`src/rtl/imm_encoder.sv`:
```
// imm_encoder: packs RV32I field bundles into instruction words, FIFO-buffered with a running word address.
// Define IMM_ENC_TRUNC_EN to enqueue out-of-range immediates truncated instead of dropping them.
module imm_encoder #(
    parameter int DEPTH  = 4,
    parameter int ADDR_W = 32
) (
    input  logic              clk,
    input  logic              rst,
    input  logic              in_valid,
    output logic              in_ready,
    input  logic [2:0]        in_fmt,
    input  logic [6:0]        in_opcode,
    input  logic [4:0]        in_rd,
    input  logic [4:0]        in_rs1,
    input  logic [4:0]        in_rs2,
    input  logic [2:0]        in_funct3,
    input  logic [6:0]        in_funct7,
    input  logic [31:0]       in_imm,
    output logic              out_valid,
    input  logic              out_ready,
    output logic [31:0]       out_inst,
    output logic [ADDR_W-1:0] out_addr,
    input  logic              load_en,
    input  logic [ADDR_W-1:0] load_addr,
    input  logic              flush,
    output logic              err_pulse,
    output logic [7:0]        err_count
);
    localparam int AW = $clog2(DEPTH);
    logic [31:0]       mem [DEPTH];
    logic [AW-1:0]     wp, rp;
    logic [AW:0]       cnt;
    logic [ADDR_W-1:0] addr;
    logic [31:0]       word;
    logic              legal, keep, accept, push, pop, bad;
    logic              ok_12, ok_b, ok_j, ok_u;

    assign in_ready  = (cnt != (AW+1)'(DEPTH)) || flush;
    assign out_valid = cnt != '0;
    assign out_inst  = out_valid ? mem[rp] : '0;
    assign out_addr  = addr;
    assign accept    = in_valid && in_ready;
    assign pop       = out_valid && out_ready;

    // sign-extension checks: the bits above each field must all equal the field's sign bit
    assign ok_12 = &in_imm[31:11] | ~|in_imm[31:11];
    assign ok_b  = (&in_imm[31:12] | ~|in_imm[31:12]) & ~in_imm[0];
    assign ok_j  = (&in_imm[31:20] | ~|in_imm[31:20]) & ~in_imm[0];
    assign ok_u  = ~|in_imm[11:0];

    always_comb begin
        legal = in_fmt == 3'd0 ? 1'b1 :
                (in_fmt == 3'd1 || in_fmt == 3'd2) ? ok_12 :
                in_fmt == 3'd3 ? ok_b :
                in_fmt == 3'd4 ? ok_u :
                in_fmt == 3'd5 ? ok_j : 1'b0;
        word  = in_fmt == 3'd0 ? {in_funct7, in_rs2, in_rs1, in_funct3, in_rd, in_opcode} :
                in_fmt == 3'd1 ? {in_imm[11:0], in_rs1, in_funct3, in_rd, in_opcode} :
                in_fmt == 3'd2 ? {in_imm[11:5], in_rs2, in_rs1, in_funct3, in_imm[4:0], in_opcode} :
                in_fmt == 3'd3 ? {in_imm[12], in_imm[10:5], in_rs2, in_rs1, in_funct3, in_imm[4:1], in_imm[11], in_opcode} :
                in_fmt == 3'd4 ? {in_imm[31:12], in_rd, in_opcode} :
                {in_imm[20], in_imm[10:1], in_imm[11], in_imm[19:12], in_rd, in_opcode};
    end

`ifdef IMM_ENC_TRUNC_EN
    assign keep = in_fmt < 3'd6;
`else
    assign keep = legal;
`endif
    assign push = accept && keep && !flush;
    assign bad  = accept && !legal;

    always_ff @(posedge clk)
        if (push) mem[wp] <= word;

    always_ff @(posedge clk or posedge rst) begin
        if (rst) begin
            wp        <= '0;
            rp        <= '0;
            cnt       <= '0;
            addr      <= '0;
            err_pulse <= 1'b0;
            err_count <= '0;
        end else begin
            wp        <= flush ? '0 : wp + AW'(push);
            rp        <= flush ? '0 : rp + AW'(pop);
            cnt       <= flush ? '0 : cnt + (AW+1)'(push) - (AW+1)'(pop);
            addr      <= load_en ? (load_addr & ~ADDR_W'(3)) : pop ? addr + ADDR_W'(4) : addr;
            err_pulse <= bad;
            err_count <= (bad && err_count != 8'hff) ? err_count + 8'd1 : err_count;
        end
    end
endmodule

```
`config.mk`:
```
export PLATFORM = sky130hd
export DESIGN_NAME = imm_encoder
export DESIGN_NICKNAME = d
export VERILOG_FILES = /design/src/rtl/imm_encoder.sv
export SDC_FILE = /design/constraint.sdc
export NUM_CORES = 1
export LEC_CHECK = 0
export ABC_CLOCK_PERIOD_IN_PS = 4900
export CAP_MARGIN = 20
export CORE_MARGIN = 1.5
export CORE_UTILIZATION = 51
export DETAILED_ROUTE_END_ITERATION = 8
export PLACE_DENSITY = 0.81
export SYNTH_ARGS = -nofsm -noshare
export SYNTH_HDL_FRONTEND = slang
export SYNTH_SLANG_ARGS = --single-unit
```
`constraint.sdc`:
```
create_clock -name clk -period 4.9 [get_ports clk]
set_input_delay 1.47 -clock clk [delete_from_list [all_inputs] [get_ports clk]]
set_output_delay 1.47 -clock clk [all_outputs]
set_load 0.005 [all_outputs]
```
# == Word-level counts from Yosys, hierarchy flattened ==
# Memory sizes are Yosys's and may differ from the RTL's.
# Cells that the tools add are included.
# totals
regBits,48
ramBits,128
in_bits,105
elab_cells,68
memories,1
# memory_table
name,words,word_bits,read_ports,rd_clocked_by_memory_dff,wr,line,text
mem,4,32,1,0,1,30,logic [31:0] mem [DEPTH];
# op_classes
addsub,6
eq_ne,7
muxes,18
n_bitwise,6
reduce_logical,24
# op_table
op,n
32-bit 2-to-1 mux,8
"32-bit by 3-bit adder with 32-bit output, second input constant",1
12-bit OR reduction,2
21-bit AND reduction,1
21-bit OR reduction,1
20-bit AND reduction,1
20-bit OR reduction,1
12-bit AND reduction,1
"8-bit by 1-bit adder with 8-bit output, second input constant",1
"8-bit != test, second input constant",1
1-bit 2-to-1 mux,7
"3-bit by 2-bit == test with 1-bit output, second input constant",2
"3-bit == test, second input constant",2
1-bit logical AND,6
1-bit zero test,6
2-bit by 1-bit adder with 2-bit output,2
2-bit 2-to-1 mux,2
3-bit by 1-bit adder with 3-bit output,1
"3-bit by 1-bit == test with 1-bit output, second input constant",1
3-bit zero test,1
3-bit 2-to-1 mux,1
"3-bit != test, second input constant",1
1-bit bitwise OR,3
3-bit nonzero test,1
5 further kinds,7

# == Longest topological paths before layout ==
# Gate-level depths: netlist (run 1).
# depth
depth_word,14
depth_mapped,16
ltp_nobuf,13

# == Worst setup path after synthesis (run 1) ==
# No wires, ideal clock.
# synth_path
kind,input to register
start,input in_fmt[1]
end,memory mem[0][0] (enable)
setup_ns,0.461
arrival_ns,5.233
t_required_ns,4.439
setup_slack_ns,-0.794
stages,10
path_buffers,3
cell_sequence,buf_6 > or2_1 > buf_6 > nor4bb_1 > a31oi_1 > nand2_2 > o32ai_4 > or3_1 > buf_6 > nor3_1
# synth_between
elab_chain_len,10
# synth_rtl
element,line,text
start: declaration,11,"input logic [2:0] in_fmt,"
3-bit == test,56,in_fmt == 3'd5 ? ok_j : 1'b0;
1-bit 2-to-1 mux,56,
1-bit 2-to-1 mux,55,in_fmt == 3'd4 ? ok_u :
1-bit 2-to-1 mux,54,in_fmt == 3'd3 ? ok_b :
1-bit 2-to-1 mux,53,(in_fmt == 3'd1 || in_fmt == 3'd2) ? ok_12 :
1-bit 2-to-1 mux *,52,legal = in_fmt == 3'd0 ? 1'b1 :
1-bit logical AND * (2 in a row),70,assign push = accept && keep && !flush;
1-bit 2-to-1 mux *,74,if (push) mem[wp] <= word;
1-bit 2-to-1 mux (not written as such) *,74,
end: declaration,30,
# Every way passes the cells marked *; elsewhere a longest branch is shown, timed or not.

# == Worst setup path in the final report (run 1) ==
# layout_path
start,input flush
end,output in_ready
# layout_between
elab_chain_len,1
# layout_rtl
element,line,text
start: declaration,25,"input logic flush,"
1-bit logical OR,38,assign in_ready = (cnt != (AW+1)'(DEPTH)) || flush;
end: declaration,10,"output logic in_ready,"
# Every way passes these cells.

==> impl_metrics.env, run 1 <==
export IMPL_status="complete, no violations"
export IMPL_clkLatencyLatePin_ns=0.42
export IMPL_place_congestion=0.949
export IMPL_period_needed_ns=4.53
export IMPL_synth_top_area_cell="edfxtp_1"
export IMPL_rows=45
export IMPL_synthTopCellsByCount="edfxtp_1, nand2_1, dfrtp_1"
export IMPL_placed_cell_area_um2=9960
export IMPL_rsz0062_at_grt="false"
export IMPL_vias=5346
export IMPL_postCtsHoldBufs=0
export IMPL_cp_start_kind="input port"
export IMPL_antenna_found_initial=0
export IMPL_synth_most_common_cell="edfxtp_1"
export IMPL_critPathTopFamily="buffers and inverters"
export IMPL_maxCapViolCount=0
export IMPL_setup_tns_ns=0
export IMPL_cts_sinks=174
export IMPL_ys_ff_latch=174
export IMPL_synth_area_leaders="edfxtp_1, dfrtp_1, mux4_2"
export IMPL_cpMaxStageDelayCell="or4b_2"
export IMPL_r2r_slack_ns=2.28
export IMPL_stdcell_area_um2=10600
export IMPL_critical_path_arrival_ns=3.06
export IMPL_drive_above_1_share_pct=13.9
export IMPL_max_clock_path_buffers=2
export IMPL_die_x_um=128
export IMPL_drt_iter0_markers=364
export IMPL_end_kind="output pin"
export IMPL_post_place_ws_ns=0.106
export IMPL_grtUsageTotal_pct=23.0
export IMPL_overflow=0
export IMPL_maxSlewHeadroom_pct=58.5
export IMPL_layout_area_overhead_vs_synth_pct=33.9
export IMPL_io_pins=180
export IMPL_die_h_um=128
export IMPL_routedWlPerCell_um=18.8
export IMPL_ys_dominant_reg_cell="edfxtp_1"
export IMPL_required_ns=3.43
export IMPL_numPortBuffers=175
export IMPL_p_per_area_nw_per_um2=417
export IMPL_htree_levels=4
export IMPL_ys_warn_count=0
export IMPL_n_antenna_cell=0
export IMPL_ir_worst_vdd_mv=0.325
export IMPL_coreArea_um2=15200
export IMPL_cts_tree="done"
export IMPL_hpwlAfterDp_mm=11.9
export IMPL_hold_viol=0
export IMPL_synth_top_area_share_pct=48.6
export IMPL_setup_worst_path_class="input port to output pin"
export IMPL_ys_types=45
export IMPL_slowest_delay_ns=0.70
export IMPL_fp_dieArea_um2=16300
export IMPL_max_freq_mhz=221
export IMPL_setup_viol=0
export IMPL_cts_buffers=17
export IMPL_clock_skew_ns=0.00765
export IMPL_fin_nets=849
export IMPL_grt_pass1_vias=5579
export IMPL_clkTransAtPathRegs_ns=0.06
export IMPL_worst_pin_slew_ns=0.621
export IMPL_avgViaCountPerCell=5.70
export IMPL_ys_seq_area_share_pct=63.1
export IMPL_hp_class="flop to flop"
export IMPL_final_max_slew_violation_count=0
export IMPL_post_cts_buffers=0
export IMPL_synth_edf_count=128
export IMPL_syn_cell_area_um2=7910
export IMPL_firstDrtPassIters=5
export IMPL_critical_path_cell_chain="clkdlybuf4s50_1 > or4b_2 > clkdlybuf4s50_1"
export IMPL_setup_ws_ns=0.371
export IMPL_wirelength_mm=17.7
export IMPL_cts_repair_resized=0
export IMPL_timing_final_crit_share_pct=92.4
export IMPL_path_max_fanout=2
export IMPL_grt_pass1_wl_mm=28.4
export IMPL_drcViolationCount=0
export IMPL_start_util_pct=52.0
export IMPL_grt_max_degree=47
export IMPL_synth_area_per_cell_um2=14.3
export IMPL_cp_num_buf_inv=2
export IMPL_synthArstFlopShare_pct=26.4
export IMPL_syn_inst=555
export IMPL_leakagePower_nw=3.70
export IMPL_clockRootBuffer="clkbuf_16"
export IMPL_ant_nets=0
export IMPL_crit_top_cell="clkdlybuf4s50_1"
-- logic make-up (layout without fill, tap and decap cells) --
kind of cell | Yosys count | in the layout | synth area share [%]
AND/OR/NAND/NOR | 179 | 179 | 12.1
flip-flops | 174 | 174 | 63.1
AO/OA/AOI/OAI | 61 | 61 | 4.43
multiplexers | 57 | 57 | 12.5
XOR/XNOR | 40 | 40 | 4.43
buffers and inverters | 36 | 230 | 2.21
adder cells (fa/ha/maj) | 7 | 7 | 1.20
other | 1 | 2 | 0.0474
-- worst reg2reg max path, stage by stage, from the launching register on --
cell,delay (ns)
dfrtp_1,0.44
or4b_2,0.66
nand2_1,0.19
or3_1,0.17
ha_1,0.24
inv_1,0.06
ha_1,0.13
inv_1,0.05
fa_1,0.37
xnor2_1,0.16
nor2_1,0.06
-- state kept, by name (all words and copies together), names as in the netlist --
signal     flops
err_count      8
rp             2
err_pulse      1
mem          128
out_addr      30
wp             2
cnt            3
-- cells in the final DEF (no fill, tap or decap), drive strengths merged, types with 16 or more instances in the layout --
cell type and instances:
clkdlybuf4s50 175, edfxtp 128, nand2 56, dfrtp 46
o21ai 38, mux4 32, and2 32, xnor2 22
clkbuf 20, xor2 18, nand3 16, buf 16
-- per-layer routing --
| layer | part of all wire (%) | GRT usage (%) |
|---|---|---|
| met1 | 40 | 28.3 |
| met2 | 50 | 38.7 |
| met3 | 6.8 | 5.78 |
| met4 | 2.6 | 9.89 |
| met5 | 0 | 0 |
-- report_power, final --
| group | total (W) | switching [W] | internal [W] |
|---|---|---|---|
| logic | 0.00126 | 0.000490 | 0.000767 |
| clock network | 0.00139 | 0.000555 | 0.000834 |
| registers | 0.00177 | 0.0000973 | 0.00167 |
| total | 0.00442 | 0.00114 | 0.00328 |
-- stage by stage --
step	util, %	hold slack [ns]	cells	power [W]
after floorplan	-	0.507	556	0.00240
after global placement	65.5	0.517	905	0.00304
after detailed placement	65.5	0.517	905	0.00307
after CTS	69.5	0.527	937	0.00446
after global routing	69.7	0.551	938	0.00463
final	69.7	0.536	938	0.00442
-- path summary, 6_finish.rpt --
path,start,to,cells past startpoint
worst min register to register,err_count[5],err_count[5],1
worst max register to register,cnt[1],cnt[2],10
max in group asynchronous,rst,rp[0],3
min in group asynchronous,rst,err_count[0],2
worst min-delay path,err_count[5],err_count[5],1
worst max-delay path,flush,in_ready,3
-- layout make-up --
cell class	instances	area, um2
tap	188	235
multi-input combinational	346	2770
sequential	174	5000
inverter	7	27.5
clock buffer	20	457
clock inverter	12	159
fill	1018	4610
timing repair buffer	191	1950
(Power assumes the default switching activity.)
==> inputs of run 2 (changes only) <==
--- a/config.mk
+++ b/config.mk
@@ -9,6 +9,7 @@
 export CAP_MARGIN = 20
 export CORE_MARGIN = 1.5
 export CORE_UTILIZATION = 51
+export CTS_CLUSTER_DIAMETER = 40
 export DETAILED_ROUTE_END_ITERATION = 8
 export PLACE_DENSITY = 0.81
 export SYNTH_ARGS = -nofsm -noshare
==> results of run 2 <==
Final layout, timing and power as in run 1 (identical DEF).
